$ cat src/rtl/uart_pkg.sv
// Shared constants, state encodings and parity helper for the FIFO-buffered UART.
package uart_pkg;

    localparam int PAR_NONE   = 0;
    localparam int PAR_ODD    = 1;
    localparam int PAR_EVEN   = 2;
    localparam int OVERSAMPLE = 16;

    typedef enum logic [2:0] {
        TX_IDLE   = 3'd0,
        TX_START  = 3'd1,
        TX_DATA   = 3'd2,
        TX_PARITY = 3'd3,
        TX_STOP   = 3'd4
    } tx_state_t;

    typedef enum logic [2:0] {
        RX_IDLE   = 3'd0,
        RX_START  = 3'd1,
        RX_DATA   = 3'd2,
        RX_PARITY = 3'd3,
        RX_STOP   = 3'd4
    } rx_state_t;

    // Unused upper bits of data must be zero; odd = 1 inverts the even result.
    function automatic logic parity_bit(input logic [8:0] data, input logic odd);
        return (^data) ^ odd;
    endfunction

endpackage

$ cat src/rtl/uart_sync_fifo.sv
// Synchronous show-ahead FIFO used for both the TX and RX queues.
module uart_sync_fifo #(
    parameter int WIDTH = 8,
    parameter int DEPTH = 16
) (
    input  logic             clk,
    input  logic             rst_n,
    input  logic             push,
    input  logic [WIDTH-1:0] push_data,
    input  logic             pop,
    output logic [WIDTH-1:0] pop_data,
    output logic             full,
    output logic             empty
);

    localparam int PTR_W = $clog2(DEPTH);
    localparam int CNT_W = PTR_W + 1;

    logic [WIDTH-1:0] mem_r [DEPTH];
    logic [PTR_W-1:0] wr_ptr_r;
    logic [PTR_W-1:0] rd_ptr_r;
    logic [CNT_W-1:0] count_r;
    logic             push_ok_s;
    logic             pop_ok_s;

    assign full      = (count_r == CNT_W'(DEPTH));
    assign empty     = (count_r == {CNT_W{1'b0}});
    assign push_ok_s = push && !full;
    assign pop_ok_s  = pop && !empty;
    assign pop_data  = empty ? {WIDTH{1'b0}} : mem_r[rd_ptr_r];

    // Pointer and occupancy bookkeeping; pointers wrap naturally at DEPTH.
    always_ff @(posedge clk or negedge rst_n) begin
        if (!rst_n) begin
            wr_ptr_r <= {PTR_W{1'b0}};
            rd_ptr_r <= {PTR_W{1'b0}};
            count_r  <= {CNT_W{1'b0}};
        end else begin
            wr_ptr_r <= push_ok_s ? wr_ptr_r + PTR_W'(1) : wr_ptr_r;
            rd_ptr_r <= pop_ok_s ? rd_ptr_r + PTR_W'(1) : rd_ptr_r;
            case ({push_ok_s, pop_ok_s})
                2'b10:   count_r <= count_r + CNT_W'(1);
                2'b01:   count_r <= count_r - CNT_W'(1);
                default: count_r <= count_r;
            endcase
        end
    end

    // Storage array, written only on an accepted push.
    always_ff @(posedge clk) begin
        if (push_ok_s) begin
            mem_r[wr_ptr_r] <= push_data;
        end
    end

endmodule

$ cat src/rtl/uart_fifo_top.sv
// UART with 16x oversampling, TX/RX FIFOs, optional parity, loopback and sticky error flags.
module uart_fifo_top
    import uart_pkg::*;
#(
    parameter int CLOCK_FREQ = 50000000,
    parameter int BAUD_RATE  = 9600,
    parameter int DATA_BITS  = 8,
    parameter int PARITY     = 0,
    parameter int FIFO_DEPTH = 16
) (
    input  logic                 clk,
    input  logic                 reset,
    input  logic                 loopback_en,
    input  logic                 rx_pin,
    output logic                 tx_pin,
    input  logic                 tx_wr_en,
    input  logic [DATA_BITS-1:0] tx_wr_data,
    output logic                 tx_full,
    output logic                 tx_busy,
    input  logic                 rx_rd_en,
    output logic [DATA_BITS-1:0] rx_rd_data,
    output logic                 rx_empty,
    output logic                 rx_parity_err,
    output logic                 rx_frame_err,
    output logic                 rx_overrun,
    input  logic                 err_clr
);

    localparam int         DIV        = CLOCK_FREQ / (BAUD_RATE * OVERSAMPLE);
    localparam int         DIV_W      = (DIV > 1) ? $clog2(DIV) : 1;
    localparam logic [3:0] LAST_TICK  = 4'(OVERSAMPLE - 1);
    localparam logic [3:0] MID_TICK   = 4'(OVERSAMPLE / 2 - 1);
    localparam logic [3:0] LAST_BIT   = 4'(DATA_BITS - 1);
    localparam logic       ODD_MODE   = (PARITY == PAR_ODD);
    localparam logic       HAS_PARITY = (PARITY != PAR_NONE);

    logic [DIV_W-1:0]     div_cnt_r;
    logic                 tick_s;
    tx_state_t            tx_state_r, tx_state_next;
    logic [3:0]           tx_tick_r, tx_tick_next, tx_bit_r, tx_bit_next;
    logic [DATA_BITS-1:0] tx_shift_r, tx_shift_next, tx_fifo_data_s;
    logic                 tx_par_r, tx_par_next, tx_pin_r, tx_line_s, tx_bit_end_s;
    logic                 tx_pop_s, tx_fifo_empty_s;
    rx_state_t            rx_state_r, rx_state_next;
    logic [3:0]           rx_tick_r, rx_tick_next, rx_bit_r, rx_bit_next;
    logic [DATA_BITS-1:0] rx_shift_r, rx_shift_next;
    logic                 rx_par_r, rx_par_next, rx_sample_s, rx_fifo_full_s;
    logic                 sync1_r, sync2_r, rx_push_s;
    logic                 frame_set_s, parity_set_s, overrun_set_s;
    logic                 parity_err_r, frame_err_r, overrun_r;

    assign tick_s        = (div_cnt_r == DIV_W'(DIV - 1));
    assign tx_bit_end_s  = tick_s && (tx_tick_r == LAST_TICK);
    assign rx_sample_s   = tick_s && (rx_tick_r == LAST_TICK);
    assign tx_pin        = tx_pin_r;
    assign tx_busy       = (tx_state_r != TX_IDLE) || !tx_fifo_empty_s;
    assign rx_parity_err = parity_err_r;
    assign rx_frame_err  = frame_err_r;
    assign rx_overrun    = overrun_r;

    uart_sync_fifo #(.WIDTH(DATA_BITS), .DEPTH(FIFO_DEPTH)) u_tx_fifo (
        .clk(clk), .rst_n(reset), .push(tx_wr_en), .push_data(tx_wr_data),
        .pop(tx_pop_s), .pop_data(tx_fifo_data_s), .full(tx_full), .empty(tx_fifo_empty_s)
    );

    uart_sync_fifo #(.WIDTH(DATA_BITS), .DEPTH(FIFO_DEPTH)) u_rx_fifo (
        .clk(clk), .rst_n(reset), .push(rx_push_s), .push_data(rx_shift_r),
        .pop(rx_rd_en), .pop_data(rx_rd_data), .full(rx_fifo_full_s), .empty(rx_empty)
    );

    // Free-running oversample tick divider.
    always_ff @(posedge clk or negedge reset) begin
        if (!reset) begin
            div_cnt_r <= {DIV_W{1'b0}};
        end else begin
            div_cnt_r <= tick_s ? {DIV_W{1'b0}} : div_cnt_r + DIV_W'(1);
        end
    end

    // TX state register; the line itself is re-registered so the pin is glitch-free.
    always_ff @(posedge clk or negedge reset) begin
        if (!reset) begin
            tx_state_r <= TX_IDLE;
            tx_tick_r  <= 4'd0;
            tx_bit_r   <= 4'd0;
            tx_shift_r <= {DATA_BITS{1'b0}};
            tx_par_r   <= 1'b0;
            tx_pin_r   <= 1'b1;
        end else begin
            tx_state_r <= tx_state_next;
            tx_tick_r  <= tx_tick_next;
            tx_bit_r   <= tx_bit_next;
            tx_shift_r <= tx_shift_next;
            tx_par_r   <= tx_par_next;
            tx_pin_r   <= tx_line_s;
        end
    end

    // TX next state: a word is popped either from IDLE or straight out of STOP.
    always_comb begin
        tx_state_next = tx_state_r;
        tx_tick_next  = tick_s ? tx_tick_r + 4'd1 : tx_tick_r;
        tx_bit_next   = tx_bit_r;
        tx_shift_next = tx_shift_r;
        tx_par_next   = tx_par_r;
        tx_pop_s      = 1'b0;
        case (tx_state_r)
            TX_IDLE: begin
                tx_pop_s      = !tx_fifo_empty_s;
                tx_state_next = tx_fifo_empty_s ? TX_IDLE : TX_START;
            end
            TX_START: begin
                if (tx_bit_end_s) begin
                    tx_state_next = TX_DATA;
                    tx_bit_next   = 4'd0;
                end else begin
                    tx_state_next = TX_START;
                end
            end
            TX_DATA: begin
                if (tx_bit_end_s) begin
                    tx_shift_next = tx_shift_r >> 1;
                    tx_bit_next   = tx_bit_r + 4'd1;
                    if (tx_bit_r == LAST_BIT) begin
                        tx_state_next = HAS_PARITY ? TX_PARITY : TX_STOP;
                    end else begin
                        tx_state_next = TX_DATA;
                    end
                end else begin
                    tx_state_next = TX_DATA;
                end
            end
            TX_PARITY: tx_state_next = tx_bit_end_s ? TX_STOP : TX_PARITY;
            TX_STOP: begin
                if (tx_bit_end_s) begin
                    tx_pop_s      = !tx_fifo_empty_s;
                    tx_state_next = tx_fifo_empty_s ? TX_IDLE : TX_START;
                end else begin
                    tx_state_next = TX_STOP;
                end
            end
            default: tx_state_next = TX_IDLE;
        endcase
        if (tx_pop_s) begin
            tx_shift_next = tx_fifo_data_s;
            tx_par_next   = parity_bit(9'(tx_fifo_data_s), ODD_MODE);
            tx_tick_next  = 4'd0;
        end else begin
            tx_par_next   = tx_par_r;
        end
    end

    // TX line level per state.
    always_comb begin
        tx_line_s = 1'b1;
        case (tx_state_r)
            TX_START:  tx_line_s = 1'b0;
            TX_DATA:   tx_line_s = tx_shift_r[0];
            TX_PARITY: tx_line_s = tx_par_r;
            default:   tx_line_s = 1'b1;
        endcase
    end

    // Loopback mux ahead of the two-stage synchroniser.
    always_ff @(posedge clk or negedge reset) begin
        if (!reset) begin
            sync1_r <= 1'b1;
            sync2_r <= 1'b1;
        end else begin
            sync1_r <= loopback_en ? tx_pin_r : rx_pin;
            sync2_r <= sync1_r;
        end
    end

    // RX state register.
    always_ff @(posedge clk or negedge reset) begin
        if (!reset) begin
            rx_state_r <= RX_IDLE;
            rx_tick_r  <= 4'd0;
            rx_bit_r   <= 4'd0;
            rx_shift_r <= {DATA_BITS{1'b0}};
            rx_par_r   <= 1'b0;
        end else begin
            rx_state_r <= rx_state_next;
            rx_tick_r  <= rx_tick_next;
            rx_bit_r   <= rx_bit_next;
            rx_shift_r <= rx_shift_next;
            rx_par_r   <= rx_par_next;
        end
    end

    // RX next state: mid-start re-check, then one sample every 16 ticks.
    always_comb begin
        rx_state_next = rx_state_r;
        rx_tick_next  = tick_s ? rx_tick_r + 4'd1 : rx_tick_r;
        rx_bit_next   = rx_bit_r;
        rx_shift_next = rx_shift_r;
        rx_par_next   = rx_par_r;
        case (rx_state_r)
            RX_IDLE: begin
                rx_tick_next  = 4'd0;
                rx_state_next = (tick_s && !sync2_r) ? RX_START : RX_IDLE;
            end
            RX_START: begin
                if (tick_s && (rx_tick_r == MID_TICK)) begin
                    rx_state_next = sync2_r ? RX_IDLE : RX_DATA;
                    rx_tick_next  = 4'd0;
                    rx_bit_next   = 4'd0;
                end else begin
                    rx_state_next = RX_START;
                end
            end
            RX_DATA: begin
                if (rx_sample_s) begin
                    rx_shift_next = {sync2_r, rx_shift_r[DATA_BITS-1:1]};
                    rx_bit_next   = rx_bit_r + 4'd1;
                    if (rx_bit_r == LAST_BIT) begin
                        rx_state_next = HAS_PARITY ? RX_PARITY : RX_STOP;
                    end else begin
                        rx_state_next = RX_DATA;
                    end
                end else begin
                    rx_state_next = RX_DATA;
                end
            end
            RX_PARITY: begin
                rx_par_next   = rx_sample_s ? sync2_r : rx_par_r;
                rx_state_next = rx_sample_s ? RX_STOP : RX_PARITY;
            end
            RX_STOP: rx_state_next = rx_sample_s ? RX_IDLE : RX_STOP;
            default: rx_state_next = RX_IDLE;
        endcase
    end

    // Stop-sample verdict, checked in priority order: framing, parity, overrun.
    always_comb begin
        rx_push_s     = 1'b0;
        frame_set_s   = 1'b0;
        parity_set_s  = 1'b0;
        overrun_set_s = 1'b0;
        if ((rx_state_r == RX_STOP) && rx_sample_s) begin
            if (!sync2_r) begin
                frame_set_s = 1'b1;
            end else if (HAS_PARITY && (rx_par_r != parity_bit(9'(rx_shift_r), ODD_MODE))) begin
                parity_set_s = 1'b1;
            end else if (rx_fifo_full_s) begin
                overrun_set_s = 1'b1;
            end else begin
                rx_push_s = 1'b1;
            end
        end else begin
            rx_push_s = 1'b0;
        end
    end

    // Sticky error flags; a set in the clearing cycle takes priority.
    always_ff @(posedge clk or negedge reset) begin
        if (!reset) begin
            parity_err_r <= 1'b0;
            frame_err_r  <= 1'b0;
            overrun_r    <= 1'b0;
        end else begin
            parity_err_r <= parity_set_s | (parity_err_r & ~err_clr);
            frame_err_r  <= frame_set_s | (frame_err_r & ~err_clr);
            overrun_r    <= overrun_set_s | (overrun_r & ~err_clr);
        end
    end

endmodule

$ cat config.mk
export PLATFORM = sky130hd
export DESIGN_NAME = uart_fifo_top
export DESIGN_NICKNAME = d
export VERILOG_FILES = /design/src/rtl/uart_pkg.sv /design/src/rtl/uart_sync_fifo.sv /design/src/rtl/uart_fifo_top.sv
export SDC_FILE = /design/constraint.sdc
export NUM_CORES = 1
export LEC_CHECK = 0
export ABC_CLOCK_PERIOD_IN_PS = 3500
export BUFFER_PORTS_ARGS = -buffer_cell sky130_fd_sc_hd__buf_2
export CORE_ASPECT_RATIO = 0.8
export CORE_MARGIN = 4
export CORE_UTILIZATION = 38
export CTS_BUF_LIST = sky130_fd_sc_hd__clkbuf_4 sky130_fd_sc_hd__clkbuf_8
export DETAILED_ROUTE_END_ITERATION = 6
export PLACE_DENSITY = 0.67
export RECOVER_POWER = 25
export SYNTH_ARGS = -nofsm -noshare
export SYNTH_HDL_FRONTEND = slang
export SYNTH_SLANG_ARGS = --single-unit
$ cat constraint.sdc
create_clock -name clk -period 3.5 [get_ports clk]
set_input_delay 1.05 -clock clk [delete_from_list [all_inputs] [get_ports clk]]
set_output_delay 1.05 -clock clk [all_outputs]
set_load 0.02 [all_outputs]
==> qor.txt, run 1 <==
Hold Crit Class: reg2reg
N_diodes: 0
Clock sinks: 336
Peak VDD IR: 0.000353 V
Post-synthesis sequential area ratio: 69.3%
Met1 Use GR: 20.8%
Via count: 7,302
Max-Cap Viols: 1
Die footprint: 40,000 um^2
Worst-path clk slew: 0.06 ns
Deepest clock path buffer count: 3
Vias in the first global route: 7,453
Yosys cell types: 58
Area Overhead vs Synth: 14.4%
Post-synthesis adder-cell area fraction: 2.29%
Final Hold Fails: 0
Hold_ws: 0.363 ns
CP arrival: 2.55 ns
Largest net degree at the start of global routing: 42
Final period util: 103%
Largest family of logic cells by synthesized area: multiplexers
Clock power share: 33.9%
Reg2reg start: div_cnt_r[4]
Gpl congestion: 0.781
Synth warn: 0
M3 GR Usage: 3.15%
Routed len/inst: 19.4 um
Mux contribution to synthesized area: 13.7%
Pint: 6.90 mW
Syn Area/Cell: 17.1 um^2
Sequential Power Share: 50.8%
Hold path endpoint: sync2_r
Hold path depth: 0
Pwr dens: 582 nW/um^2
Status: finished, violations left
Worst-margin pin slew: 2.27 ns
Leakage: 5.41 nW
Failing checks: max-capacitance violations, max-slew violations, negative setup slack
Via density: 5.10
Fmax: 277 MHz
Overall Power: 9.31 mW
Crit Path Class: reg2out
Hold buffers post-CTS: 0
Final setup viols: 8
Final-stage net count: 951
Sw Pwr: 2.41 mW
Net Count, Synth: 856
GR Util All Layers: 13.8%
First DRT Iteration DRCs: 555
Final setup margin: -0.104 ns
Most used flip-flop cell after synthesis: edfxtp_1
IO Pins: 30
Synthesized cell area: 14,000 um^2
CTS H-Tree Depth: 2
Synth Instances: 816
Async S/R FF share, synth: 23.8%
Number of routed nets with antenna violations: 0
Die height: 180 um
PortBufs: 29
Switch share: 25.9%
First-pass GRT wire length: 43.7 mm
GR Layer Usage met2: 20.7%
Worst-Skew Late Latency: 0.59 ns
Starting Density: 38.7%
Layout cells sized above 1: 25.2%
XOR/XNOR Fraction of Synth Area: 2.82%
DR pass1 iterations: 4
Root buf cell: clkbuf_8
Core area: 36,100 um^2
Worst reg2reg path depth: 13
GR peak layer: met1
Setup crit end kind: output pin
DP HPWL: 17.0 mm
Reg-to-reg setup timing slack: 0.40 ns
Post-synthesis simple-gate area fraction: 6.52%
Gate power share: 15.3%
R2r endpoint: u_rx_fifo.count_r[4]
CTS tree: done
Hold path startpoint: sync1_r
Die width: 223 um
Drt drc: 0
Gr ovfl total: 0
EDFF count, synth: 256
Initial antenna violation count: 0
Worst Skew: 0.0333 ns
Crit start category: flop
Inserted Clock Buffers: 52
CP max FO: 8
# rows: 62
Unrepaired setup endpoints after global routing: true
Post-layout util: 44.3%
Synth Area in Compound Gates: 3.35%
Final Max Tran Viols: 42
Final min period: 3.60 ns
DRT Wirelength: 27.8 mm
Worst path required time: 2.45 ns
Max-slew headroom: -51.5%
#FFs+latches synth: 336
-- layer usage --
layer / wire length (um) / part of all wire [%]
met1: 13200 / 47
met2: 12800 / 46
met3: 1480 / 5.3
met4: 378 / 1.4
met5: 0 / 0
-- synthesized netlist by cell type, types with 2 or more instances --
cell	count	area (um^2)
a21oi_1	12	60.1
xor2_1	17	149
clkbuf_1	17	63.8
buf_1	6	22.5
and2_1	3	18.8
mux2i_1	9	90.1
and3_1	5	31.3
o21ai_0	23	115
inv_1	16	60.1
nor3_1	14	70.1
a31o_2	2	17.5
a22oi_1	16	120
mux2_2	13	146
clkdlybuf4s25_2	3	30.0
buf_6	2	22.5
buf_4	4	30.0
nor4_1	2	12.5
a21o_1	2	15.0
buf_2	8	40.0
nor2b_1	15	93.8
dfrtp_1	77	1930
nand3_1	9	45.0
nand2_1	61	229
dfstp_2	3	78.8
mux4_1	11	289
nand2b_1	7	43.8
nand4_1	9	56.3
a31oi_1	3	18.8
edfxtp_1	256	7690
ha_1	24	300
xnor2_1	28	245
nor2_1	51	191
mux4_2	61	1370
o22ai_1	3	18.8
-- final cells by class --
cell class	instances	area, um^2
clock inverters	28	155
well taps	480	601
multi-input cells	423	4010
clock buffers	67	853
repair buffers	82	634
inverters	16	60.1
flip-flops and latches	336	9700
fillers	3205	20100
-- power groups by stage --
stage / combinational [mW] / sequential (mW) / clock, mW
floorplan: 0.955 / 4.71 / 0
detailed placement: 1.30 / 4.83 / 0
finish: 1.42 / 4.73 / 3.16
CTS: 1.34 / 4.74 / 3.26
global route: 1.56 / 4.76 / 3.45
global placement: 1.27 / 4.81 / 0
-- registers in the layout, summed over array words and instances, names as in the netlist, 4 cells and up --
signal,cells
u_tx_fifo.rd_ptr_r,4
tx_tick_r,4
u_tx_fifo.wr_ptr_r,4
u_rx_fifo.wr_ptr_r,4
u_tx_fifo.count_r,5
rx_shift_r,8
tx_bit_r,4
u_tx_fifo.mem_r,128
u_rx_fifo.count_r,5
tx_shift_r,8
u_rx_fifo.rd_ptr_r,4
rx_tick_r,4
rx_bit_r,4
u_rx_fifo.mem_r,128
div_cnt_r,9
-- worst max-delay path by stage --
stage / cells after the start / to / slack [ns] / startpoint
floorplan: 15 / u_tx_fifo.count_r[4] / 0.17 / tx_tick_r[0]
global placement: 5 / rx_rd_data[4] / 0.44 / u_rx_fifo.rd_ptr_r[0]
detailed placement: 13 / u_rx_fifo.count_r[4] / 0.42 / div_cnt_r[4]
CTS: 5 / rx_rd_data[7] / -0.13 / u_rx_fifo.rd_ptr_r[0]
global route: 6 / rx_rd_data[7] / -0.21 / u_rx_fifo.rd_ptr_r[0]
finish: 6 / rx_rd_data[7] / -0.10 / u_rx_fifo.rd_ptr_r[0]
-- cell families after synthesis --
| family | after synthesis |
|---|---|
| AND/OR/NAND/NOR | 188 |
| XOR/XNOR | 45 |
| adder cells (fa/ha/maj) | 25 |
| buffers and inverters | 57 |
| AO/OA/AOI/OAI | 70 |
| flip-flops | 336 |
| multiplexers | 95 |
-- stage by stage --
| stage | cell area, um^2 | cells | TNS [ns] | setup WS, ns |
|---|---|---|---|---|
| floorplan | 14000 | 816 | 0 | 0.168 |
| global placement | 14900 | 1331 | 0 | 0.437 |
| detailed placement | 14900 | 1331 | 0 | 0.420 |
| CTS | 15900 | 1428 | -0.924 | -0.131 |
| global route | 16000 | 1432 | -1.49 | -0.210 |
| finish | 16000 | 1432 | -0.698 | -0.104 |
-- cell usage in the layout, fill, tap and decap left out, types with 11 or more instances in the layout --
| cell | instances |
|---|---|
| buf_2 | 18 |
| xnor2_1 | 28 |
| ha_1 | 24 |
| dfrtp_1 | 75 |
| inv_1 | 16 |
| o21ai_0 | 23 |
| mux4_2 | 61 |
| nand2_1 | 61 |
| a21oi_1 | 12 |
| mux4_1 | 11 |
| mux2_2 | 13 |
| clkbuf_8 | 56 |
| edfxtp_1 | 256 |
| clkbuf_4 | 11 |
| nor2b_1 | 15 |
| a22oi_1 | 16 |
| xor2_1 | 17 |
| buf_4 | 48 |
| nor3_1 | 14 |
| nor2_1 | 51 |
| clkinv_1 | 16 |
-- worst max-delay path: stages (launching register included) --
cell     delay [ns]
dfrtp_2        0.40
buf_12         0.14
buf_12         0.14
mux4_2         0.50
mux4_2         0.50
nor2b_1        0.14
buf_2          0.15
-- what timing repair did --
action | in CTS | in global routing
pin swaps | 0 | 0
gates cloned | 0 | 2
endpoints found under the setup margin | 8 | 8
resized for setup | 0 | 2
buffers inserted | 2 | 2
(Power assumes the default switching activity.)
==> inputs of run 2 (changes only) <==
--- a/config.mk
+++ b/config.mk
@@ -5,14 +5,14 @@
 export SDC_FILE = /design/constraint.sdc
 export NUM_CORES = 1
 export LEC_CHECK = 0
-export ABC_CLOCK_PERIOD_IN_PS = 3500
+export ABC_CLOCK_PERIOD_IN_PS = 3400
 export BUFFER_PORTS_ARGS = -buffer_cell sky130_fd_sc_hd__buf_2
 export CORE_ASPECT_RATIO = 0.8
 export CORE_MARGIN = 4
 export CORE_UTILIZATION = 38
 export CTS_BUF_LIST = sky130_fd_sc_hd__clkbuf_4 sky130_fd_sc_hd__clkbuf_8
 export DETAILED_ROUTE_END_ITERATION = 6
-export PLACE_DENSITY = 0.67
+export PLACE_DENSITY = 0.65
 export RECOVER_POWER = 25
 export SYNTH_ARGS = -nofsm -noshare
 export SYNTH_HDL_FRONTEND = slang
==> constraint.sdc (replaced) <==
create_clock -name clk -period 3.4 [get_ports clk]
set_input_delay 1.02 -clock clk [delete_from_list [all_inputs] [get_ports clk]]
set_output_delay 1.02 -clock clk [all_outputs]
set_load 0.02 [all_outputs]
==> qor.txt, run 2 (synthesis results as in run 1) <==
Pre-CTS setup slack: 0.322 ns
Via count: 7,248
Via density: 5.07
IO Pins: 30
Peak VDD IR: 0.000638 V
GR Util All Layers: 13.5%
DP HPWL: 16.5 mm
Max incr delay on CP: 0.51 ns
Post-layout util: 44.4%
CP max FO: 6
Setup crit end kind: output pin
Status: finished, violations left
Failing checks: negative setup slack
PortBufs: 29
Hold Crit Class: reg2reg
Crit-path cells: buf_6 -> clkbuf_16 -> mux4_2 -> mux4_2 -> nor2b_1 -> buf_4
CP arrival: 2.57 ns
Initial antenna violation count: 0
Fillers: 3,179
First DRT Iteration DRCs: 566
Final Max Tran Viols: 0
Die width: 223 um
Worst path required time: 2.38 ns
Worst-margin pin slew: 1.28 ns
Final-stage net count: 954
Fmax: 279 MHz
Unrepaired setup endpoints after global routing: true
# rows: 62
Starting Density: 38.7%
Final min period: 3.59 ns
Drt drc: 0
Final Hold Fails: 0
Gr ovfl total: 0
Sequential Area: 9700 um^2
Commonest non-fill, non-tap cell in the layout: edfxtp_1
Placed instance area: 14,900 um^2
Die height: 180 um
Slowest-stage cell, CP: mux4_2
Max-slew headroom: 14.4%
Area Overhead vs Synth: 14.7%
Worst-path clk slew: 0.06 ns
DR pass1 iterations: 5
Overall Power: 9.64 mW
Leakage: 5.44 nW
Max-Cap Viols: 0
Critical path depth: 6
Hold path depth: 0
Most frequent cells in the layout: 256 x edfxtp_1, 75 x dfrtp_1, 61 x nand2_1, 61 x mux4_2, 54 x clkbuf_8
Deepest clock path buffer count: 3
Die footprint: 40,000 um^2
First-pass GRT wire length: 42.5 mm
CTS tree: done
Inserted Clock Buffers: 50
Gpl congestion: 0.750
Final period util: 105%
Number of routed nets with antenna violations: 0
Layout cells sized above 1: 26.4%
Final Cell Area: 16,000 um^2
Buf+Inv Stages, Crit Path: 3
Multi-input logic area: 4010 um^2
Final setup viols: 8
Worst Skew: 0.0394 ns
Crit start category: flop
Largest net degree at the start of global routing: 50
Routed len/inst: 19.1 um
Worst reg2reg path depth: 13
Largest regs: u_rx_fifo.mem_r x128, u_tx_fifo.mem_r x128, div_cnt_r x9
Crit Path Class: reg2out
CTS H-Tree Depth: 2
Final setup margin: -0.186 ns
Root buf cell: clkbuf_8
Clock sinks: 336
Pwr dens: 601 nW/um^2
Worst-Skew Late Latency: 0.59 ns
CP dominant cell by count: mux4_2
Vias in the first global route: 7,401
Critical path's top delay family: multiplexers
Hold buffers post-CTS: 0
N_diodes: 0
DRT Wirelength: 27.3 mm
Core area: 36,100 um^2
-- run 2: area by class of cell --
| cell class | count | area share [%] |
|---|---|---|
| repair buffers | 87 | 4.28 |
| clock inverters | 6 | 0.250 |
| flip-flops and latches | 336 | 60.4 |
| multi-input cells | 423 | 25.0 |
| well taps | 480 | 3.74 |
| clock buffers | 82 | 5.94 |
| inverters | 16 | 0.374 |
-- run 2: where the power goes --
part	leakage (nW)	switching, mW	internal [mW]	total, mW
Clock	0.533	1.48	1.76	3.24
Sequential	3.06	0.204	4.67	4.88
Combinational	1.85	0.781	0.741	1.52
-- run 2: through the flow --
stage	setup TNS (ns)	hold slack, ns	std cells
final	-1.28	0.367	1430
after floorplan	0	0.345	816
after global placement	0	0.348	1334
after global routing	-1.98	0.375	1430
after CTS	-1.47	0.372	1424
after detailed placement	0	0.354	1334
-- run 2: what timing repair did --
| action | in CTS | in global routing |
|---|---|---|
| cloned | 1 | 3 |
| setup endpoints to repair | 8 | 8 |
| resized for setup | 6 | 1 |
| buffers inserted | 1 | 3 |
-- run 2: worst paths after layout --
path | from | end | slack [ns]
setup / recovery | u_rx_fifo.rd_ptr_r[0] | rx_rd_data[5] | -0.19
hold / removal | sync1_r | sync2_r | 0.37
setup reg to reg | div_cnt_r[4] | u_rx_fifo.count_r[4] | 0.34
hold reg to reg | sync1_r | sync2_r | 0.37
max in group asynchronous | reset | u_tx_fifo.rd_ptr_r[0] | 1.79
min in group asynchronous | reset | u_rx_fifo.count_r[1] | 0.70
-- run 2: per-layer routing --
| metal | track usage (%) | vias up | routed length, um |
|---|---|---|---|
| li1 | - | 3339 | - |
| met1 | 20.4 | 3706 | 13100 |
| met2 | 20.1 | 167 | 12300 |
| met3 | 3.15 | 36 | 1580 |
| met4 | 3.20 | 0 | 355 |
| met5 | 0 | - | 0 |
